[config.mk]
export PLATFORM = sky130hd
export DESIGN_NAME = rr_arbiter_16
export DESIGN_NICKNAME = d
export VERILOG_FILES = /design/src/rtl/rr_arb_pkg.sv /design/src/rtl/mask_16.sv /design/src/rtl/rr_arbiter_16.sv
export SDC_FILE = /design/constraint.sdc
export NUM_CORES = 1
export LEC_CHECK = 0
export CORE_MARGIN = 1.5
export CORE_UTILIZATION = 54
export DETAILED_ROUTE_END_ITERATION = 7
export PLACE_DENSITY = 0.81
export SYNTH_ARGS = -nofsm -noshare
export SYNTH_HDL_FRONTEND = slang
export SYNTH_SLANG_ARGS = --single-unit
[constraint.sdc]
create_clock -name clk -period 3.55 [get_ports clk]
set_input_delay 0.8875 -clock clk [delete_from_list [all_inputs] [get_ports clk]]
set_output_delay 0.8875 -clock clk [all_outputs]
set_load 0.005 [all_outputs]
[src/rtl/rr_arb_pkg.sv]
// Shared constants, state encoding and priority helper for the 16-way round-robin arbiter.
package rr_arb_pkg;

   localparam int N_REQ = 16;
   localparam int IDX_W = 4;
   localparam int CNT_W = 8;

   typedef enum logic {
      IDLE,
      GRANT
   } state_t;

   typedef struct packed {
      logic             found;
      logic [IDX_W-1:0] idx;
   } lowest_t;

   // Lowest set bit of a request vector; found=0 means the vector was empty.
   function automatic lowest_t lowest_set(input logic [N_REQ-1:0] vec);
      lowest_t r;
      r.found = 1'b0;
      r.idx   = '0;
      for (int i = N_REQ - 1; i >= 0; i--) begin
         if (vec[i]) begin
            r.found = 1'b1;
            r.idx   = IDX_W'(i);
         end
      end
      return r;
   endfunction

endpackage

[src/rtl/mask_16.sv]
// Thermometer mask generator: marks every position on one side of the input index.
// FROM_MSB=0 sets bits at or below the index, FROM_MSB=1 sets bits at or above it;
// DIAG_ONES chooses whether the index position itself is included.
module mask_16 #(
   parameter bit FROM_MSB  = 1'b0,
   parameter bit DIAG_ONES = 1'b1
) (
   input  logic [3:0]  in,
   output logic [15:0] out
);

   int sel;

   // Compare each bit position against the index to build the thermometer.
   always_comb begin
      out = '0;
      sel = int'(in);
      for (int i = 0; i < 16; i++) begin
         if (FROM_MSB) begin
            out[i] = DIAG_ONES ? (i >= sel) : (i > sel);
         end else begin
            out[i] = DIAG_ONES ? (i <= sel) : (i < sel);
         end
      end
   end

endmodule

[src/rtl/rr_arbiter_16.sv]
// 16-requester round-robin arbiter with registered one-hot grants and an optional
// tenure limit that only forces a handover when someone else is waiting.
import rr_arb_pkg::*;

module rr_arbiter_16 #(
   parameter int HOLD_MAX = 16
) (
   input  logic                 clk,
   input  logic                 rst,
   input  logic [N_REQ-1:0]     req,
   output logic [N_REQ-1:0]     grant,
   output logic [IDX_W-1:0]     grant_idx,
   output logic                 grant_valid
);

   localparam bit              HOLD_EN   = (HOLD_MAX != 0);
   localparam logic [CNT_W-1:0] HOLD_LAST = HOLD_EN ? CNT_W'(HOLD_MAX - 1) : '0;

   state_t             state;
   state_t             state_next;
   logic [N_REQ-1:0]   grant_next;
   logic [IDX_W-1:0]   idx_next;
   logic [IDX_W-1:0]   last_ptr;
   logic [IDX_W-1:0]   last_next;
   logic [CNT_W-1:0]   tenure;
   logic [CNT_W-1:0]   tenure_next;
   logic [N_REQ-1:0]   mask;
   logic [N_REQ-1:0]   hi;
   lowest_t            pick_hi;
   lowest_t            pick_all;
   logic [IDX_W-1:0]   winner;
   logic               tenure_up;
   logic               others_waiting;
   logic               release_now;

   // Everything at or below the previous owner loses priority this round.
   mask_16 #(
      .FROM_MSB  (1'b0),
      .DIAG_ONES (1'b1)
   ) u_mask (
      .in  (last_ptr),
      .out (mask)
   );

   assign grant_valid = |grant;

   // Winner selection, release decision and next-state for the IDLE/GRANT machine.
   always_comb begin
      state_next     = state;
      grant_next     = grant;
      idx_next       = grant_idx;
      last_next      = last_ptr;
      tenure_next    = tenure;

      hi             = req & ~mask;
      pick_hi        = lowest_set(hi);
      pick_all       = lowest_set(req);
      winner         = pick_hi.found ? pick_hi.idx : pick_all.idx;

      tenure_up      = HOLD_EN && (tenure == HOLD_LAST);
      others_waiting = |(req & ~grant);
      release_now    = !req[grant_idx] || (tenure_up && others_waiting);

      case (state)
         IDLE: begin
            if (pick_all.found) begin
               state_next         = GRANT;
               grant_next         = '0;
               grant_next[winner] = 1'b1;
               idx_next           = winner;
               tenure_next        = '0;
            end
         end
         GRANT: begin
            if (release_now) begin
               state_next  = IDLE;
               grant_next  = '0;
               last_next   = grant_idx;
               tenure_next = '0;
            end else if (!tenure_up) begin
               tenure_next = tenure + 1'b1;
            end
         end
         default: begin
            state_next = IDLE;
            grant_next = '0;
         end
      endcase
   end

   // State, grant and round-robin pointer registers with synchronous reset.
   always_ff @(posedge clk) begin
      if (rst) begin
         state     <= IDLE;
         grant     <= '0;
         grant_idx <= '0;
         last_ptr  <= IDX_W'(N_REQ - 1);
         tenure    <= '0;
      end else begin
         state     <= state_next;
         grant     <= grant_next;
         grant_idx <= idx_next;
         last_ptr  <= last_next;
         tenure    <= tenure_next;
      end
   end

endmodule

==> run metrics <==
nets=343; hold_buf cts=0; Core ar.=0.00412 sq mm; Synth Area in Compound Gates=0.274; DP Worst Slack=0.141 ns; multiplexer share of the synthesized area=0.0624; worst setup path class=in -> reg; Reg2Reg Setup Slack=0.86 ns; CP endpoint kind=flip-flop; Post-route DRC=0; worst r2r path cells=7; Finished Layout Cells=375; hold wc startpoint=grant[14]$_SDFFE_PP0P_; cells after synthesis=282; Synth area leaders=dfxtp_1 28%, nand2_1 4.6%, nand2b_1 3.7%; worst min path class=reg -> reg; commonest cells in the netlist=33 x dfxtp_1, 29 x nand2_1, 16 x nor2_1; asr flop ratio synth=0; Power per Cell Area=769 mW/mm^2; simple-gate portion of the synthesized area=0.292; RSZ-0062 raised after global routing=false; first-pass GRT wire length=11300 microns; status=finished clean; metal2 WL=3210 microns; met3 routed WL=765 microns; Worst slew margin=0.618; vias in the first global route=2258; CTS root buf=clkbuf_8; Final ANT Viol Nets=0; worst hold path endpoint=grant[14]$_SDFFE_PP0P_; clk sinks=33; EDFF count, synth=0; fmax=0.316 GHz; Starting DRT DRC Count=224; setup TNS=0 ns; most common cell in the synthesized netlist=dfxtp_1; final hold viol count=0; Post-Syn Area=0.00238 sq mm; top layer in use=met4; Final Slew Violations=0; Clock transition at path regs=0.06 ns; site row count=23; Yosys warning count=0; Startpoint Class=input pin; Final Skew=0.00721 ns; WP data required=3.72 ns; static leakage=1.10 nW; largest family of logic cells by synthesized area=simple AND/OR/NAND/NOR gates; initial core utilization=0.580; Seq cells post-synth=33; full die area=0.00482 sq mm; Die Y=69.5 microns; Antenna Cells=0; area leader, netlist=dfxtp_1; CTS resizes=0; Port Buffers=38; drt wl/cell=18.8 microns; Clock Tree Buf Depth=2; Die W=69.5 microns; Synth Flop Type=dfxtp_1; # setup viols final=0; worst slew pin tran=0.573 ns; Yosys top cell area share=0.277; reg2reg end=grant[0]$_SDFFE_PP0P_; Via density=6.70; Synth Net Count=301; routability congestion estimate=1.01; CTS Buf Count=5; max_cap viols=0; vias post-DR=2511; Tot GR Track Use=0.294; share of cells above drive strength 1=0.120; min Tclk post-route=3.16 ns; worst vdd ir=0.447 mV; Overflow after GRT=0; HPWL Detailed=5320 microns; Area growth syn-to-layout=22.1%; routed wire length=7050 microns; final hold slack=0.505 ns; area share of fa/ha/maj cells after synthesis=0.00525; Tcrit/Tclk final=0.890; initial antenna violation count=0; wire length on met1=2970 microns; number of H-tree levels=2; placed insts=367; setup ws final=0.390 ns; worst-path fanout max=8; CTS tree=done; setup bufs post-CTS=0; WP data arrival=3.33 ns; worst hold stages=2; RR Startpoint=last_ptr[0]$_SDFFE_PP1P_; post-synthesis xor/xnor area fraction=0.0220; pin count of the biggest net entering global routing=23; register area share after synthesis=0.277; Clock Latency Late Sink=0.29 ns; first-pass detailed-route iteration total=5; synthesized area per cell=8.46 sq um; io pins=39; count of cell types in the netlist=70
-- final cells by class --
cell class	count	area, sq um
clock inverters	1	30.0
well taps	50	62.6
inverters	10	37.5
fillers	331	1200
multi-input cells	224	1560
flip-flops and latches	33	661
repair buffers	50	470
clock buffers	7	86.3
-- cell families (layout without fill, tap and decap cells) --
logic type                 Yosys count  after routing
AOI/OAI and AO/OA                   86             86
xor gates and xnor gates             6              6
adders and majority gates            1              1
buffers and inverters               25             68
DFF                                 33             33
muxes                                9              9
and+or+nand+nor                    122            122
-- worst max path at each step --
stage	from	depth (start not counted)	endpoint
after floorplan	req[13]	8	grant[2]$_SDFFE_PP0P_
after global placement	req[6]	8	grant[2]$_SDFFE_PP0P_
after detailed placement	req[11]	8	grant[5]$_SDFFE_PP0P_
after CTS	req[5]	8	tenure[6]$_SDFFE_PP0P_
after global routing	req[5]	8	tenure[6]$_SDFFE_PP0P_
final	req[11]	8	grant[5]$_SDFFE_PP0P_
-- cells in the final DEF (no fill, tap or decap), drive strengths merged, types with 2 or more instances in the layout --
cell,count
a311o,2
nor3,6
nand4,5
nand2b,14
a31oi,2
xnor2,6
a22oi,3
a22o,9
o21a,3
o2111ai,4
dfxtp,33
nor3b,2
a41oi,2
o21ai,20
or2b,2
a21oi,12
a211oi,2
nor2,18
nand3,7
and3,3
and2,9
buf,12
clkdlybuf4s50,38
o211ai,11
a21boi,2
a2bb2oi,3
inv,10
nor4,14
nor2b,3
nand2,29
mux2i,4
clkbuf,7
mux4,4
and2b,2
-- stage by stage --
stage,power (W),utilization,instance area (sq um)
detailed placement,0.00185,0.679,2800
floorplan,0.00141,-,2380
finish,0.00224,0.708,2910
global placement,0.00182,0.679,2800
CTS,0.00222,0.708,2910
global route,0.00236,0.708,2910
-- flip-flops by register name, indices dropped and copies added (netlist names) --
signal	count
grant	16
last_ptr	4
state	1
grant_idx	4
tenure	8
-- where the power goes --
part | leakage [nW] | total (W) | internal (W) | switching, W
logic | 0.771 | 0.00122 | 0.000589 | 0.000629
clock network | 0.0585 | 0.000362 | 0.000229 | 0.000133
registers | 0.268 | 0.000659 | 0.000465 | 0.000194
total | 1.10 | 0.00224 | 0.00128 | 0.000956
-- worst max-delay path, stage by stage --
cell and delay (ns):
clkdlybuf4s50_1 0.67, nand2b_1 0.15, a311o_1 0.45, a21boi_0 0.19, o21ai_0 0.12, o211ai_1 0.29, nand2_1 0.29, a22o_1 0.28
-- per-layer routing --
metal / up-vias / GRT usage
li1: 1155 / -
met1: 1196 / 0.412
met2: 150 / 0.466
met3: 10 / 0.0494
met4: 0 / 0.0871
met5: - / 0
(Power assumes the default switching activity.)
